===== config.mk =====
export PLATFORM = sky130hd
export DESIGN_NAME = hss_tx_framer
export DESIGN_NICKNAME = d
export VERILOG_FILES = /design/src/rtl/hss_tx_framer.sv
export SDC_FILE = /design/constraint.sdc
export NUM_CORES = 1
export LEC_CHECK = 0
export CAP_MARGIN = 10
export CORE_ASPECT_RATIO = 1.25
export CORE_MARGIN = 3
export CORE_UTILIZATION = 35
export CTS_CLUSTER_SIZE = 10
export DETAILED_ROUTE_END_ITERATION = 10
export HOLD_SLACK_MARGIN = 0.06
export SYNTH_ARGS = -nofsm -noshare
export SYNTH_HDL_FRONTEND = slang
export SYNTH_SLANG_ARGS = --single-unit

===== constraint.sdc =====
create_clock -name clk -period 2 [get_ports clk]
set_input_delay 0.3 -clock clk [delete_from_list [all_inputs] [get_ports clk]]
set_output_delay 0.3 -clock clk [all_outputs]
set_load 0.02 [all_outputs]

===== src/rtl/hss_tx_framer.sv =====
// HSS link transmit word framer on the CLKDIV (txdivclk) domain: training burst, then valid/ready user stream.
// Define HSS_TX_PRBS_EN to source training words from a PRBS-7 generator instead of the incrementing counter.
module hss_tx_framer #(
  parameter int         N           = 3,
  parameter int         TRAIN_WORDS = 256,
  parameter logic [7:0] SYNC_WORD   = 8'h01,
  parameter logic [7:0] CLK_WORD    = 8'hAA,
  parameter logic [7:0] IDLE_WORD   = 8'h00
) (
  input  logic           clk,
  input  logic           resetn,
  input  logic [N*8-1:0] s_data,
  input  logic           s_valid,
  output logic           s_ready,
  input  logic           train_req,
  output logic           training,
  output logic [7:0]     clk_word,
  output logic [7:0]     sync_word,
  output logic [N*8-1:0] lane_data
);

  localparam int W  = N * 8;
  localparam int IW = (TRAIN_WORDS > 2) ? $clog2(TRAIN_WORDS) : 1;
  localparam logic [IW-1:0] LAST_IDX = IW'(TRAIN_WORDS - 1);

  localparam logic [0:0] ST_TRAIN = 1'b0;
  localparam logic [0:0] ST_RUN   = 1'b1;

  logic [0:0]    state;
  logic [IW-1:0] word_idx;
  logic [W-1:0]  train_word;
  logic          last_word;
  logic          pat_load;
  logic          xfer;

  assign last_word = (state == ST_TRAIN) && (word_idx == LAST_IDX);
  // The pattern source sits at its start value whenever the next burst could begin.
  assign pat_load  = (state == ST_RUN) || last_word;
  assign s_ready   = (state == ST_RUN) && !train_req && resetn;
  assign xfer      = s_valid && s_ready;

`ifdef HSS_TX_PRBS_EN
  logic [6:0] prbs;
  logic [7:0] prbs_byte;
  logic [6:0] prbs_next;

  // x^7+x^6+1, eight steps per clock; bit0 of the byte is the first bit serialised.
  always_comb begin
    prbs_next = prbs;
    prbs_byte = '0;
    for (int b = 0; b < 8; b++) begin
      prbs_byte[b] = prbs_next[6] ^ prbs_next[5];
      prbs_next    = {prbs_next[5:0], prbs_byte[b]};
    end
  end

  assign train_word = {N{prbs_byte}};

  always_ff @(posedge clk) begin
    if (!resetn || pat_load) begin
      prbs <= 7'h7F;
    end else begin
      prbs <= prbs_next;
    end
  end
`else
  logic [W-1:0] cnt;

  assign train_word = cnt;

  always_ff @(posedge clk) begin
    if (!resetn || pat_load) begin
      cnt <= '0;
    end else begin
      cnt <= cnt + 1'b1;
    end
  end
`endif

  always_ff @(posedge clk) begin
    if (!resetn) begin
      state     <= ST_TRAIN;
      word_idx  <= '0;
      training  <= 1'b0;
      lane_data <= '0;
      clk_word  <= 8'h00;
      sync_word <= 8'h00;
    end else begin
      clk_word  <= CLK_WORD;
      sync_word <= SYNC_WORD;
      if (state == ST_TRAIN) begin
        training  <= 1'b1;
        lane_data <= train_word;
        if (last_word) begin
          word_idx <= '0;
          state    <= train_req ? ST_TRAIN : ST_RUN;
        end else begin
          word_idx <= word_idx + 1'b1;
        end
      end else begin
        training  <= 1'b0;
        lane_data <= xfer ? s_data : {N{IDLE_WORD}};
        word_idx  <= '0;
        if (train_req) begin
          state <= ST_TRAIN;
        end
      end
    end
  end

endmodule

==> flow_metrics.env <==
export IMPL_seqPwrFrac_pct=46.9
export IMPL_finalHoldViolCount=0
export IMPL_fin_skew_ps=9.58
export IMPL_hpwl_um=3450
export IMPL_pin_count=70
export IMPL_grt_pass1_vias=1751
export IMPL_start_kind="input pin"
export IMPL_synth_warnings=0
export IMPL_synthDistinctLibCells=30
export IMPL_ys_ff_latch=59
export IMPL_cp_buffers_inverters=2
export IMPL_pre_cts_ws_ps=93.1
export IMPL_port_buffer_count=58
export IMPL_clock_sinks=59
export IMPL_grt_pass1_wl_um=8110
export IMPL_whs_ps=443
export IMPL_netSwitchingPower_mw=0.527
export IMPL_drv_slew=0
export IMPL_dr_pass1_iters=4
export IMPL_switching_share_pct=20.5
export IMPL_worstSkewPairLatency_ps=340
export IMPL_required_ps=1700
export IMPL_cts_tree="yes"
export IMPL_drtIter0Drc=64
export IMPL_power_density_nw_per_um2=817
export IMPL_cts_buffers=9
export IMPL_die_area_um2=7500
export IMPL_max_freq_mhz=526
export IMPL_p_clk_share_pct=47.2
export IMPL_cpPeakStageDelay_ps=600
export IMPL_crit_top_cell="clkdlybuf4s50_1"
export IMPL_crit_arrival_ps=1600
export IMPL_num_vias=1785
export IMPL_syn_avg_cell_area_um2=9.58
export IMPL_fin_nets=329
export IMPL_clockBufferDepth=2
export IMPL_setup_viol=0
export IMPL_grt_antenna_before_repair=0
export IMPL_root_buffer="clkbuf_8"
export IMPL_grt_usage_pct=14.1
export IMPL_drive_gt1_share_pct=9.54
export IMPL_setup_tns_ps=0
export IMPL_min_path_type="flip-flop to flip-flop"
export IMPL_fillers=613
export IMPL_syn_inst=237
export IMPL_core_area_um2=6250
export IMPL_wl_per_cell_um=12.5
export IMPL_leakage_nw=1.15
export IMPL_cts_clk_slew_worst_paths_ps=60
export IMPL_gp_congestion=0.808
export IMPL_initial_core_util_pct=36.4
export IMPL_netlist_area_um2=2270
export IMPL_period_share_pct=95.0
export IMPL_cp_cell_sequence="clkdlybuf4s50_1 > and3b_1 > clkdlybuf4s50_1"
export IMPL_cap_violations=0
export IMPL_endpoint_kind="output pin"
export IMPL_dieWidth_um=78.0
export IMPL_worstSetupPathType="input pin to output pin"
export IMPL_viasPerCell=4.59
export IMPL_h_tree_depth=3
export IMPL_crit_path_top_delay_cell="clkdlybuf4s50_1"
export IMPL_status="finished, final reports clean"
export IMPL_setup_ws_ps=99.2
export IMPL_vdd_drop_max_uv=264
export IMPL_finalCriticalPeriod_ps=1900
export IMPL_yosysSeqAreaShare_pct=52.0
export IMPL_crit_family="buffers and inverters"
export IMPL_cts_resized=0
export IMPL_cp_max_fo=5
export IMPL_ant_nets=0
export IMPL_wl_um=4870
export IMPL_diodes=0
export IMPL_drc=0
export IMPL_holdBufCountCts=0
export IMPL_overflow=0
export IMPL_power_frac_comb_pct=5.9
export IMPL_core_rowCount=32
export IMPL_syn2layout_area_growth_pct=38.2
export IMPL_grt_max_degree=25
export IMPL_die_h_um=96.1
export IMPL_internal_power_mw=2.04
export IMPL_rsz0062_at_grt="false"
export IMPL_cts_setup_buffers=0
==> layout by cell type, fill, tap and decap left out, types with 2 or more instances in the layout <==
master / instances
dfxtp_1: 59
clkdlybuf4s50_1: 58
nor2_1: 22
a22o_1: 19
xnor2_1: 15
o21ai_0: 13
nand2_1: 11
a21oi_1: 11
conb_1: 11
clkbuf_8: 11
buf_4: 10
nand3_1: 9
inv_1: 7
or3_1: 7
and3_1: 6
xor2_1: 4
nand4_1: 4
nor4_1: 4
nor3_1: 3
and4_1: 2
and2_1: 2
or4_4: 2
ha_1: 2
bufinv_16: 2
==> worst reg2reg max path, cell delays in order (launching register included) <==
cell and delay, ps:
dfxtp_1 380, ha_1 220, nand3_1 120, or4_4 570
or3_1 330, a21oi_1 140
==> final timing paths <==
check                    startpoint                      to  slack, ps  cells past startpoint
max                          resetn                 s_ready        100                      3
min          word_idx[0]$_SDFF_PP0_  word_idx[0]$_SDFF_PP0_        440                      1
max reg2reg       cnt[0]$_SDFF_PP0_      cnt[16]$_SDFF_PP0_        170                      5
min reg2reg  word_idx[0]$_SDFF_PP0_  word_idx[0]$_SDFF_PP0_        440                      1
==> routing by layer <==
| metal | share of wire (%) | GRT usage (%) |
|---|---|---|
| met5 | 0 | 0 |
| met3 | 6.6 | 4.96 |
| met2 | 50 | 24.1 |
| met4 | 2.7 | 7.87 |
| met1 | 41 | 15.2 |
==> cells by family (layout without fill, tap and decap cells) <==
family	after synthesis	in the layout	synth area share, %
xor+xnor	19	19	7.33
simple gates	78	78	18.0
flops	59	59	52.0
fa+ha+maj	2	2	1.10
buf+inv	34	91	8.49
compound gates	44	44	12.9
other cells	1	11	0.165
==> power by group through the flow <==
| stage | sequential [mW] | clock (mW) | combinational [mW] |
|---|---|---|---|
| finish | 1.20 | 1.21 | 0.151 |
| global route | 1.20 | 1.31 | 0.162 |
| CTS | 1.20 | 1.24 | 0.154 |
| detailed placement | 1.23 | 0 | 0.152 |
| global placement | 1.23 | 0 | 0.152 |
| floorplan | 1.23 | 0 | 0.0781 |
==> flip-flops by register name (all words and copies together), names as in the netlist <==
register	count
cnt	24
clk_word	1
word_idx	8
state	1
training	1
lane_data	24
==> through the flow <==
stage / std cells / power (mW) / utilization, % / instance area (um^2)
3_5_place_dp: 373 / 1.38 / 46.5 / 2900
6_report: 389 / 2.57 / 50.3 / 3140
5_1_grt: 389 / 2.67 / 50.3 / 3140
3_3_place_gp: 373 / 1.38 / 46.5 / 2900
4_1_cts: 389 / 2.60 / 50.1 / 3130
2_1_floorplan: 247 / 1.31 / - / 2310
==> cell usage after synthesis (all sizes together) <==
| cell | count | share of area (%) |
|---|---|---|
| ha | 2 | 1.1 |
| o31ai | 1 | 0.33 |
| clkbuf | 10 | 1.7 |
| dfxtp | 59 | 52 |
| nand4 | 4 | 1.1 |
| a22o | 19 | 7.3 |
| nand2 | 11 | 1.8 |
| and4 | 2 | 0.77 |
| nor2 | 22 | 3.6 |
| inv | 7 | 1.2 |
| buf | 17 | 5.7 |
| and3 | 6 | 1.7 |
| nor3b | 1 | 0.33 |
| and3b | 1 | 0.39 |
| o21ai | 13 | 2.9 |
| nand2b | 1 | 0.28 |
| xnor2 | 15 | 5.8 |
| or3 | 8 | 2.3 |
| xor2 | 4 | 1.5 |
| and2 | 2 | 0.55 |
| a21oi | 11 | 2.4 |
| nor4 | 4 | 1.1 |
| or4 | 3 | 0.99 |
| nor3 | 3 | 0.66 |
| nand3 | 10 | 2.4 |
| conb | 1 | 0.17 |
==> layout make-up <==
cell class                 instances  area (um^2)  area share [%]
tap                               85          106            3.39
timing repair buffer              68          656            20.9
sequential                        59         1180            37.6
inverter                           7         26.3           0.837
clock inverter                     4         72.6            2.31
multi-input combinational        154          942            30.0
clock buffer                      12          155            4.94
Power figures use the tool's default switching activity.
